## src/rtl/mem_io_bridge_if.sv

```systemverilog
// CPU byte port plus RAM word port of mem_io_bridge. The bridge takes the slave view.
// The master view belongs to the CPU/RAM side. MEM_IO_ALIGN_TRAP_EN adds CPUfault.
interface mem_io_bridge_if #(parameter int ADDR_W = 16);
    logic              CPUreq;
    logic              CPUwe;
    logic [1:0]        CPUbe;
    logic [ADDR_W-1:0] CPUaddr;
    logic [15:0]       CPUwrite;
    logic [15:0]       CPUread;
    logic              CPUack;
    logic              CPUbusy;
`ifdef MEM_IO_ALIGN_TRAP_EN
    logic              CPUfault;
`endif
    logic              RAMreq;
    logic              RAMwe;
    logic [1:0]        RAMbe;
    logic [ADDR_W-1:0] RAMaddr;
    logic [15:0]       RAMwrite;
    logic [15:0]       RAMread;

    modport slave (
        input  CPUreq, CPUwe, CPUbe, CPUaddr, CPUwrite, RAMread,
`ifdef MEM_IO_ALIGN_TRAP_EN
        output CPUfault,
`endif
        output CPUread, CPUack, CPUbusy,
        output RAMreq, RAMwe, RAMbe, RAMaddr, RAMwrite
    );

    modport master (
        output CPUreq, CPUwe, CPUbe, CPUaddr, CPUwrite, RAMread,
`ifdef MEM_IO_ALIGN_TRAP_EN
        input  CPUfault,
`endif
        input  CPUread, CPUack, CPUbusy,
        input  RAMreq, RAMwe, RAMbe, RAMaddr, RAMwrite
    );
endinterface

```

## src/rtl/mem_io_bridge.sv

```systemverilog
// Converts byte-addressed CPU requests into word-addressed RAM cycles with RAM_LAT read latency.
// Odd word accesses are split in two; with MEM_IO_ALIGN_TRAP_EN defined they fault instead.
module mem_io_bridge #(
    parameter int ADDR_W  = 16,
    parameter int RAM_LAT = 1
) (
    input  logic           clk,
    input  logic           reset,
    mem_io_bridge_if.slave bus
);
    localparam int WA_W = ADDR_W - 1;

    typedef enum logic [2:0] {IDLE, ISSUE0, WAIT0, ISSUE1, WAIT1, DONE} state_t;

    state_t          state;
    logic            we_q, byte_q, odd_q, split_q;
    logic [WA_W-1:0] wa_q;
    logic [15:0]     wd_q;
    logic [7:0]      hi_q;
    logic [2:0]      cnt;
    logic            lat_end, req_byte, req_split;
    logic [1:0]      be0;
    logic [15:0]     wd0, rd_single;

    assign lat_end   = (cnt == 3'(RAM_LAT - 1));
    assign req_byte  = (bus.CPUbe == 2'b01);
    assign req_split = !req_byte && bus.CPUaddr[0];

    // First RAM access built straight from the request so RAMreq can rise the next cycle.
    always_comb begin
        be0 = 2'b11;
        wd0 = bus.CPUwrite;
        if (req_byte) begin
            be0 = bus.CPUaddr[0] ? 2'b01 : 2'b10;
            wd0 = bus.CPUaddr[0] ? {8'h00, bus.CPUwrite[7:0]} : {bus.CPUwrite[7:0], 8'h00};
        end else if (bus.CPUaddr[0]) begin
            be0 = 2'b01;
            wd0 = {8'h00, bus.CPUwrite[15:8]};
        end
    end

    always_comb begin
        rd_single = bus.RAMread;
        if (byte_q)
            rd_single = odd_q ? {8'h00, bus.RAMread[7:0]} : {8'h00, bus.RAMread[15:8]};
    end

    always_ff @(posedge clk or posedge reset) begin
        if (reset) begin
            state        <= IDLE;
            we_q         <= 1'b0;
            byte_q       <= 1'b0;
            odd_q        <= 1'b0;
            split_q      <= 1'b0;
            wa_q         <= '0;
            wd_q         <= '0;
            hi_q         <= '0;
            cnt          <= '0;
            bus.CPUread  <= '0;
            bus.CPUack   <= 1'b0;
            bus.CPUbusy  <= 1'b0;
`ifdef MEM_IO_ALIGN_TRAP_EN
            bus.CPUfault <= 1'b0;
`endif
            bus.RAMreq   <= 1'b0;
            bus.RAMwe    <= 1'b0;
            bus.RAMbe    <= '0;
            bus.RAMaddr  <= '0;
            bus.RAMwrite <= '0;
        end else begin
            case (state)
                IDLE: if (bus.CPUreq) begin
                    we_q        <= bus.CPUwe;
                    byte_q      <= req_byte;
                    odd_q       <= bus.CPUaddr[0];
                    split_q     <= req_split;
                    wa_q        <= bus.CPUaddr[ADDR_W-1:1];
                    wd_q        <= bus.CPUwrite;
                    bus.CPUbusy <= 1'b1;
`ifdef MEM_IO_ALIGN_TRAP_EN
                    if (req_split) begin
                        state        <= DONE;
                        bus.CPUack   <= 1'b1;
                        bus.CPUfault <= 1'b1;
                    end else
`endif
                    begin
                        state        <= ISSUE0;
                        bus.RAMreq   <= 1'b1;
                        bus.RAMwe    <= bus.CPUwe;
                        bus.RAMbe    <= be0;
                        bus.RAMaddr  <= {1'b0, bus.CPUaddr[ADDR_W-1:1]};
                        bus.RAMwrite <= wd0;
                    end
                end
                ISSUE0: begin
                    bus.RAMreq <= 1'b0;
                    bus.RAMwe  <= 1'b0;
                    cnt        <= '0;
                    state      <= WAIT0;
                end
                WAIT0: if (lat_end) begin
                    cnt  <= '0;
                    hi_q <= bus.RAMread[7:0];
                    if (split_q) begin
                        // Second half: next word (wrapping), high lane, low CPU byte.
                        state        <= ISSUE1;
                        bus.RAMreq   <= 1'b1;
                        bus.RAMwe    <= we_q;
                        bus.RAMbe    <= 2'b10;
                        bus.RAMaddr  <= {1'b0, wa_q + WA_W'(1)};
                        bus.RAMwrite <= {wd_q[7:0], 8'h00};
                    end else begin
                        state      <= DONE;
                        bus.CPUack <= 1'b1;
                        if (!we_q) bus.CPUread <= rd_single;
                    end
                end else begin
                    cnt <= cnt + 3'd1;
                end
                ISSUE1: begin
                    bus.RAMreq <= 1'b0;
                    bus.RAMwe  <= 1'b0;
                    cnt        <= '0;
                    state      <= WAIT1;
                end
                WAIT1: if (lat_end) begin
                    state      <= DONE;
                    bus.CPUack <= 1'b1;
                    if (!we_q) bus.CPUread <= {hi_q, bus.RAMread[15:8]};
                end else begin
                    cnt <= cnt + 3'd1;
                end
                DONE: begin
                    state        <= IDLE;
                    bus.CPUack   <= 1'b0;
                    bus.CPUbusy  <= 1'b0;
`ifdef MEM_IO_ALIGN_TRAP_EN
                    bus.CPUfault <= 1'b0;
`endif
                end
                default: state <= IDLE;
            endcase
        end
    end
endmodule

```

## src/flat_wrapper.sv

```systemverilog
// flat-port wrapper written by rule: the top's interface ports become plain ports
module mem_io_bridge_flat 
#(
    parameter int ADDR_W  = 16,
    parameter int RAM_LAT = 1
)
  (clk, reset, bus_CPUreq, bus_CPUwe, bus_CPUbe, bus_CPUaddr, bus_CPUwrite, bus_RAMread, bus_CPUread, bus_CPUack, bus_CPUbusy, bus_RAMreq, bus_RAMwe, bus_RAMbe, bus_RAMaddr, bus_RAMwrite);
  mem_io_bridge_if #(.ADDR_W(ADDR_W)) bus_i ();
  input  logic clk;
  input  logic reset;
  input wire logic [$bits(bus_i.CPUreq)-1:0] bus_CPUreq;
  input wire logic [$bits(bus_i.CPUwe)-1:0] bus_CPUwe;
  input wire logic [$bits(bus_i.CPUbe)-1:0] bus_CPUbe;
  input wire logic [$bits(bus_i.CPUaddr)-1:0] bus_CPUaddr;
  input wire logic [$bits(bus_i.CPUwrite)-1:0] bus_CPUwrite;
  input wire logic [$bits(bus_i.RAMread)-1:0] bus_RAMread;
  output wire logic [$bits(bus_i.CPUread)-1:0] bus_CPUread;
  output wire logic [$bits(bus_i.CPUack)-1:0] bus_CPUack;
  output wire logic [$bits(bus_i.CPUbusy)-1:0] bus_CPUbusy;
  output wire logic [$bits(bus_i.RAMreq)-1:0] bus_RAMreq;
  output wire logic [$bits(bus_i.RAMwe)-1:0] bus_RAMwe;
  output wire logic [$bits(bus_i.RAMbe)-1:0] bus_RAMbe;
  output wire logic [$bits(bus_i.RAMaddr)-1:0] bus_RAMaddr;
  output wire logic [$bits(bus_i.RAMwrite)-1:0] bus_RAMwrite;
  assign bus_i.CPUreq = bus_CPUreq;
  assign bus_i.CPUwe = bus_CPUwe;
  assign bus_i.CPUbe = bus_CPUbe;
  assign bus_i.CPUaddr = bus_CPUaddr;
  assign bus_i.CPUwrite = bus_CPUwrite;
  assign bus_i.RAMread = bus_RAMread;
  assign bus_CPUread = bus_i.CPUread;
  assign bus_CPUack = bus_i.CPUack;
  assign bus_CPUbusy = bus_i.CPUbusy;
  assign bus_RAMreq = bus_i.RAMreq;
  assign bus_RAMwe = bus_i.RAMwe;
  assign bus_RAMbe = bus_i.RAMbe;
  assign bus_RAMaddr = bus_i.RAMaddr;
  assign bus_RAMwrite = bus_i.RAMwrite;
  mem_io_bridge #(.ADDR_W(ADDR_W), .RAM_LAT(RAM_LAT)) u_core (.clk(clk), .reset(reset), .bus(bus_i));
endmodule
```

## config.mk

```make
export PLATFORM = sky130hd
export DESIGN_NAME = mem_io_bridge_flat
export DESIGN_NICKNAME = d
export VERILOG_FILES = /design/src/rtl/mem_io_bridge_if.sv /design/src/rtl/mem_io_bridge.sv /design/src/flat_wrapper.sv
export SDC_FILE = /design/constraint.sdc
export NUM_CORES = 1
export LEC_CHECK = 0
export CAP_MARGIN = 20
export CORE_ASPECT_RATIO = 1.75
export CORE_MARGIN = 3
export CORE_UTILIZATION = 45
export DETAILED_ROUTE_END_ITERATION = 8
export PLACE_DENSITY = 0.73
export SLEW_MARGIN = 10
export SYNTH_ARGS = -nofsm -noshare
export SYNTH_HDL_FRONTEND = slang
export SYNTH_SLANG_ARGS = --single-unit
```

## constraint.sdc

```tcl
create_clock -name clk -period 2.9 [get_ports clk]
set_input_delay 0.435 -clock clk [delete_from_list [all_inputs] [get_ports clk]]
set_output_delay 0.435 -clock clk [all_outputs]
set_load 0.02 [all_outputs]
```

## Yosys cells after proc, flatten, opt, wreduce, memory -nomap -nowiden

Cells that the tools add are included.

- Input port bits: 54
- Output and inout port bits: 54
- Word-level logic and storage cells: 100
- Flip-flop bits (word level): 95

- $add $sub $neg: 2
- Reductions and logical operators: 20
- Multiplexer cells: 47
- Eq/ne operators: 14

Operator list:

| cell | count |
|---|---|
| two-way mux 16 bit | 15 |
| one-hot mux 16 bit (2 select lines) | 3 |
| two-way mux 3 bit | 6 |
| adder 15 x 1 -> 15 bit, second input constant | 1 |
| one-hot mux 3 bit (5 select lines) | 1 |
| two-way mux 2 bit | 6 |
| AND reduction 4 bit | 3 |
| inequality test 2 bit, second input constant | 5 |
| two-way mux 1 bit | 9 |
| one-hot mux 1 bit (3 select lines) | 3 |
| one-hot mux 3 bit (3 select lines) | 1 |
| nonzero test 3 bit | 3 |
| two-way mux 8 bit | 1 |
| AND reduction 2 bit | 4 |
| equality test 3 x 2 -> 1 bit, second input constant | 2 |
| equality test 3 bit, second input constant | 2 |
| logical NOT 3 bit | 2 |
| inequality test 2 x 1 -> 1 bit, second input constant | 3 |
| AND reduction 6 bit | 1 |
| nonzero test 2 bit | 3 |
| one-hot mux 2 bit (2 select lines) | 1 |
| adder 3 x 1 -> 3 bit, second input constant | 1 |
| equality test 3 x 1 -> 1 bit, second input constant | 1 |
| AND reduction 3 bit | 1 |
| other kinds (5) | 5 |

## Depth between registers and ports, before layout

Gate-level depths: netlist of run 1.

- Word-level depth: 6
- Mapped depth: 9

## Worst setup path after synthesis of run 1

No wires, ideal clock.

- Path kind: flip-flop to flip-flop
- Start: register u_core.cnt[0]
- End: register u_core.bus.RAMwrite[1]
- Cell stages (with the launch flop): 9
- Clock period less this slack: 1781 ps
- Slack: 1119 ps
- Setup time: 121 ps
- Data arrival time: 1660 ps
- Required time: 2779 ps
- Cells stage by stage: dfrtp_1 > inv_1 > ha_1 > nor2b_4 > a31oi_2 > nand2b_1 > buf_4 > buf_4 > a22o_1

- Word-level cells in the longest chain between the ends: 3

Ends and longest elaborated chain:

| item | RTL line | text |
|---|---|---|
| start, declared | mem_io_bridge.sv:20 | `logic [2:0] cnt;` |
| start signal, assigned | mem_io_bridge.sv:119 | `cnt <= cnt + 3'd1;` |
| start signal, assigned | mem_io_bridge.sv:132 | `cnt <= cnt + 3'd1;` |
| logical NOT 3 bit | mem_io_bridge.sv:25 | `assign lat_end = (cnt == 3'(RAM_LAT - 1));` |
| inequality test 2 x 1 -> 1 bit (no line) | -- |  |
| AND reduction 4 bit (no line) | -- |  |
| end signal, assigned | mem_io_bridge.sv:93 | `bus.RAMwrite <= wd0;` |
| end signal, assigned | mem_io_bridge.sv:112 | `bus.RAMwrite <= {wd_q[7:0], 8'h00};` |
| end, declared | mem_io_bridge_if.sv:28 | `output RAMreq, RAMwe, RAMbe, RAMaddr, RAMwrite` |

No other way between the ends.
A chain may end at the register's enable or synchronous reset.

## Worst setup path after layout of run 1

- Start: register u_core.state[2]
- End: register u_core.bus.CPUread[14]

- Word-level cells in the longest chain between the ends: 3

Ends and longest elaborated chain:

| item | RTL line | text |
|---|---|---|
| start, declared | mem_io_bridge.sv:15 | `state_t state;` |
| start signal, assigned | mem_io_bridge.sv:50 | `state <= IDLE;` |
| start signal, assigned | mem_io_bridge.sv:88 | `state <= ISSUE0;` |
| start signal, assigned | mem_io_bridge.sv:100 | `state <= WAIT0;` |
| equality test 3 bit or equality test 3 x 2 -> 1 bit (tied branches) | mem_io_bridge.sv:71 | `case (state)` |
| inequality test 2 bit (no line), or another cell as far along | -- |  |
| AND reduction 6 bit (no line) | -- |  |
| end signal, assigned | mem_io_bridge.sv:116 | `if (!we_q) bus.CPUread <= rd_single;` |
| end signal, assigned | mem_io_bridge.sv:130 | `if (!we_q) bus.CPUread <= {hi_q, bus.RAMread[15:8]};` |
| end, declared | mem_io_bridge_if.sv:27 | `output CPUread, CPUack, CPUbusy,` |

Parallel ways exist; a longest one is shown, timed or not.

==> results of run 1 <==
-- metrics by stage --
step | util | power, mW | instances | instance area, sq um
floorplan | - | 4.13 | 499 | 4640
global placement | 0.584 | 5.21 | 713 | 5820
detailed placement | 0.584 | 5.33 | 713 | 5820
CTS | 0.613 | 6.48 | 729 | 6110
global route | 0.613 | 6.90 | 729 | 6110
finish | 0.613 | 6.43 | 729 | 6110
-- layout by cell type, fill, tap and decap left out, types with 2 or more instances in the layout --
cell type        synthesis  layout
clkbuf_1                 8       3
nand2b_1                 9       9
clkinv_2                 0       3
o21ai_0                 38      38
nor3_1                   5       5
buf_4                    6      12
mux2_2                   9       9
a22o_1                  12      12
nor3_4                   1       2
a31oi_1                  2       2
nor2b_1                  3       3
ha_1                     3       3
dfrtp_1                 94      94
nand4_1                  2       2
nor4_1                   4       4
clkdlybuf4s50_1          0     106
a21oi_1                 26      26
xor2_1                   7       7
nand3_1                  8       8
o221ai_1                 6       6
inv_1                    8       7
o22ai_1                  2       2
a21o_1                   2       2
clkbuf_16                0       9
a32oi_1                  2       2
nand2_1                133     133
o21ai_1                  5       5
nor3b_1                  8       8
nor2_1                  29      29
xnor2_1                  7       7
mux2i_1                 24      24
-- layout make-up --
cell class	count	area, sq um
flip-flops and latches	94	2350
inverters	9	35.0
multi-input cells	366	2110
clock buffers	12	236
fillers	880	3860
well taps	125	156
repair buffers	119	1170
clock inverters	4	47.5
-- power groups by stage --
stage	Clock, mW	Combinational (mW)	Sequential (mW)
2_1_floorplan	0	1.48	2.65
3_3_place_gp	0	2.80	2.41
3_5_place_dp	0	2.89	2.43
4_1_cts	1.16	2.90	2.43
5_1_grt	1.22	3.16	2.52
6_report	1.14	2.87	2.43
-- metal layers --
| layer | part of all wire | vias up |
|---|---|---|
| li1 | - | 1897 |
| met1 | 0.39 | 1897 |
| met2 | 0.51 | 157 |
| met3 | 0.063 | 33 |
| met4 | 0.034 | 0 |
| met5 | 0 | - |
-- flip-flops by register name, indices dropped and copies added (netlist names) --
register and count:
u_core.bus.CPUack 1, u_core.bus.RAMaddr 15, u_core.byte_q 1, u_core.state 3, u_core.wa_q 15, u_core.bus.RAMbe 2, u_core.bus.CPUread 16, u_core.odd_q 1
u_core.bus.RAMreq 1, u_core.wd_q 8, u_core.cnt 3, u_core.split_q 1, u_core.bus.RAMwrite 16, u_core.bus.CPUbusy 1, u_core.bus.RAMwe 1, u_core.hi_q 8
u_core.we_q 1
-- cell families after synthesis --
group / share of synthesized area
mux: 0.0736
simple gates: 0.202
other cells: 0.000808
compound gates: 0.142
fa+ha+maj: 0.00809
xor+xnor: 0.0264
buf+inv: 0.0404
flops: 0.507
-- path summary, 6_finish.rpt --
| check | start | end | slack (ns) | depth (start not counted) |
|---|---|---|---|---|
| setup reg to reg | u_core.state[2] | u_core.bus.CPUread[14] | 0.85 | 6 |
| max in group asynchronous | reset | u_core.wd_q[6] | 2.08 | 3 |
| min in group clk | u_core.wd_q[3] | u_core.wd_q[3] | 0.48 | 2 |
| hold reg to reg | u_core.wd_q[3] | u_core.wd_q[3] | 0.48 | 2 |
| hold / removal | reset | u_core.bus.RAMaddr[7] | 0.29 | 2 |
| setup / recovery | u_core.state[2] | u_core.bus.CPUread[14] | 0.85 | 6 |
-- worst max-delay path, cell delays in order (launching register included) --
cell and delay, ns:
dfrtp_1 0.76, inv_2 0.21, nor3_4 0.41, buf_4 0.25
nor3b_1 0.06, a21oi_1 0.12, o21ai_0 0.09
==> metrics.cfg, run 1 <==
[synthesis]
synth_warnings=0
ys_top_cells_by_area=dfrtp_1 (51%), nand2_1 (11%), mux2i_1 (5.2%), o21ai_0 (4.1%), a21oi_1 (2.8%)
syn_area_per_cell_sq_um=9.30
synth-edff-count=0
synth_area_sq_um=4640
synth_commonest_cells=nand2_1 (133), dfrtp_1 (94), o21ai_0 (38), nor2_1 (29), a21oi_1 (26)
synth-async-reset-ratio=1.00
synth_cells=499
ys.flop_type=dfrtp_1
synth.most_common_cell=nand2_1
synth_seq_cells=94
ys_types=49
yosysTopAreaCell=dfrtp_1
synth_nets=556
ys_seq_area_frac=0.507
synth_top_area_frac=0.507

[clocking]
clk_pin_slew_ns=0.07
cts_resized=0
cts_tree=built
root_buffer=clkbuf_16
htreeDepth=3
cts_buffers=9
cts_hold_buf=0
cts_sinks=94
cts_setup_buffers=0
clk_path_buf_depth=2
clk_latency_ns=0.34

[floorplan]
initial_core_util=0.466
design.portCount=108
dieHeight_um=140
core_sq_um=9970
die_w_um=82.8
core.rowCount=48
die-area_sq_um=11600

[route]
firstDrtPassIters=7
drt_iter0_drc=330
route.detailed.drc=0
wire_per_inst_um=16.5
via_count=3984
totalWireLength_mm=12.0
final_antenna_net_count=0
via_per_inst=5.47

[setup_path]
cp-end-kind=flop
cp_data_arrival_time_ns=2.26
crit_required_ns=3.11
cp_max_fo=18
crit_type=reg2reg
start_kind=flop

[global_route]
grt_first_pass_wirelength_mm=19.6
grt_busiest_layer=met2
grt_pass1_vias=4087
use_met2=0.365
met1_usage=0.260
overflow=0
grt_max_degree=65
antenna_found_initial=0
grt_util_met3=0.0611
grt_util_all_layers=0.219

[placed_design]
pre_cts_ws_ns=0.695
dp_hpwl_mm=8.71
port_buffers=106
gp_congestion=0.853

[power_and_ir_drop]
p_sw_frac=0.397
power_frac_comb=0.445
peakVddDrop_v=0.000601
power.net_switching_mw=2.55
leakage_nw=2.78
power.internal_mw=3.88
clkPwrFrac=0.177
powerDensity_nw_per_um2=1050
seq_power_share=0.378

[finish]
antenna_cells=0
area_delta_synth_final_pct=31.6
final_layout_size_suffix_gt1_frac=0.0762
final_nets=656

[timing]
worst_slack_ns=0.851
rsz0062_at_grt=no
hold_viol_final=0
slew_headroom=0.476
hold_ws_ns=0.287
final_max_slew_viol_count=0
setup_tns_ns=0
period_minus_slack_ns=2.05
setup_viol=0
max_freq_ghz=0.488
tightest_slew_ns=0.786
skew_ns=0.00893
finalCritPeriodShare=0.706

[min_path]
hold_path_class=in2async

[flow_run]
maxCapViolCount=0

[outcome]
outcome=complete, no violations

Power figures use the tool's default switching activity.
==> run 2, diff against run 1 <==
Clock period 2.9 ns to 1.64 ns, I/O delays scaled along.
==> run 2 against run 1 <==
  * Sequential power increased by 73%
  * Global-route usage rose by 0.69 points
  * Sequential cell count unchanged
  * Largest power group unchanged
  * Clock skew decreased by 0.0036 ns
  * Utilization up 6.4 points
  * Largest cell class unchanged
  * Sequential share of layout area fell by 3.6 points
==> metrics.cfg, run 2 (synthesis results as in run 1) <==
[outcome]
outcome=complete, no violations

[finish]
final_nets=701
layout_commonest_cell=nand2_1
fin_cells=773
nFillCells=820
antenna_cells=0
final_cell_mix=nand2_1 (124), clkdlybuf4s50_1 (104), dfrtp_1 (91), buf_4 (41), nor2_1 (27)
top_regs=u_core.bus.CPUread x16, u_core.bus.RAMwrite x16
area_delta_synth_final_pct=45.2
final_layout_size_suffix_gt1_frac=0.196

[global_route]
grt_max_degree=55
grt_pass1_vias=4201
grt_util_all_layers=0.226
overflow=0
grt_first_pass_wirelength_mm=20.2
antenna_found_initial=0

[setup_path]
rrSetupSlack_ns=0.002
cp_max_fo=8
cp-end-kind=flop
crit_type=reg2reg
r2r.worst_path.cells=9
worst_r2r_endpoint=u_core.bus.RAMaddr[10]
endpoint=u_core.bus.RAMaddr[10]
startpoint=u_core.cnt[1]
cp_data_arrival_time_ns=1.92
crit_required_ns=1.92
start_kind=flop
rr_startpoint=u_core.cnt[1]

[placed_design]
port_buffers=106
gp_congestion=0.926
dp_hpwl_mm=9.24
dpl.cell_count=751

[power_and_ir_drop]
leakage_nw=3.07
peakVddDrop_v=0.00126
power.total_mw=12.5
powerDensity_nw_per_um2=1860

[flow_run]
maxCapViolCount=0

[clocking]
clk_pin_slew_ns=0.06
cts_tree=built
root_buffer=clkbuf_16
htreeDepth=3
cts_buffers=9
cts_sinks=94
clk_latency_ns=0.34
clk_path_buf_depth=2

[min_path]
hold_path_class=in2async

[floorplan]
design.portCount=108
core.rowCount=48
initial_core_util=0.466
die-area_sq_um=11600
core_sq_um=9970
die_w_um=82.8
dieHeight_um=140

[timing]
rsz0062_at_grt=yes
max_freq_ghz=0.611
period_minus_slack_ns=1.64
final_max_slew_viol_count=0
skew_ns=0.00531
hold_viol_final=0
setup_viol=0
finalCritPeriodShare=0.999
setup_tns_ns=0

[route]
route.detailed.drc=0
final_antenna_net_count=0
wire_per_inst_um=16.7
firstDrtPassIters=5
via_count=4136
drt_iter0_drc=198
totalWireLength_mm=12.9
via_per_inst=5.35

==> run 2: cell count changes in the layout (fill, tap and decap cells not counted), sizes merged <==
cell,delta
clkinvlp,+1
buf,+42
nand2b,+2
clkdlybuf4s50,-2
dlymetal6s2s,+2
clkinv,-1
==> run 2: repair_timing <==
item                       in CTS  in global routing
setup endpoints to repair      18                 65
setup buffers                   1                  3
cloned                          2                  1
gates resized for setup         7                 48
pin swaps                       2                  7
hold buffers                    0                  0
==> run 2: layer usage <==
metal / GRT usage / vias to the layer above / wire [um]
li1: - / 2004 / -
met1: 0.266 / 1991 / 5010
met2: 0.398 / 117 / 6990
met3: 0.0393 / 24 / 565
met4: 0.0870 / 0 / 323
met5: 0 / - / 0
==> run 2: worst min-delay path by stage <==
stage,cells past startpoint,endpoint,startpoint
after floorplan,2,u_core.wa_q[0],bus_CPUaddr[1]
after detailed placement,2,u_core.bus.CPUread[9],u_core.bus.CPUread[9]
after global placement,2,u_core.wd_q[4],u_core.wd_q[4]
after global routing,2,u_core.bus.CPUread[7],reset
final,2,u_core.bus.CPUread[7],reset
after CTS,2,u_core.bus.CPUread[7],reset
==> run 2: area by class of cell <==
cell class                 count  area (sq um)  area share
clock buffer                  11           243      0.0360
clock inverter                 4          47.5     0.00705
inverter                       9          37.5     0.00557
multi-input combinational    368          2280       0.339
sequential                    94          2360       0.350
tap                          125           156      0.0232
timing repair buffer         162          1620       0.240
==> run 2: per-stage QoR <==
stage | setup WS [ns] | utilization | hold slack, ns | cell area, sq um
after CTS | -0.00964 | 0.657 | 0.185 | 6550
after global placement | -0.148 | 0.622 | 0.458 | 6200
final | 0.00223 | 0.676 | 0.193 | 6740
after global routing | -0.0709 | 0.676 | 0.197 | 6740
after floorplan | -0.0132 | - | 0.351 | 4680
after detailed placement | -0.267 | 0.622 | 0.470 | 6200
==> run 2: power by group <==
group | internal, mW | switching, mW
logic | 3.03 | 3.26
registers | 3.38 | 0.822
clock network | 1.21 | 0.840
total | 7.62 | 4.92
==> run 2: critical path, cell delays in order, from the launching register on <==
cell and delay [ns]:
dfrtp_1 0.39, inv_2 0.09, ha_4 0.15, nor2b_4 0.19, a31oi_4 0.13, buf_6 0.15, nor3_4 0.11, buf_6 0.17
o221ai_1 0.12, nand2_1 0.08
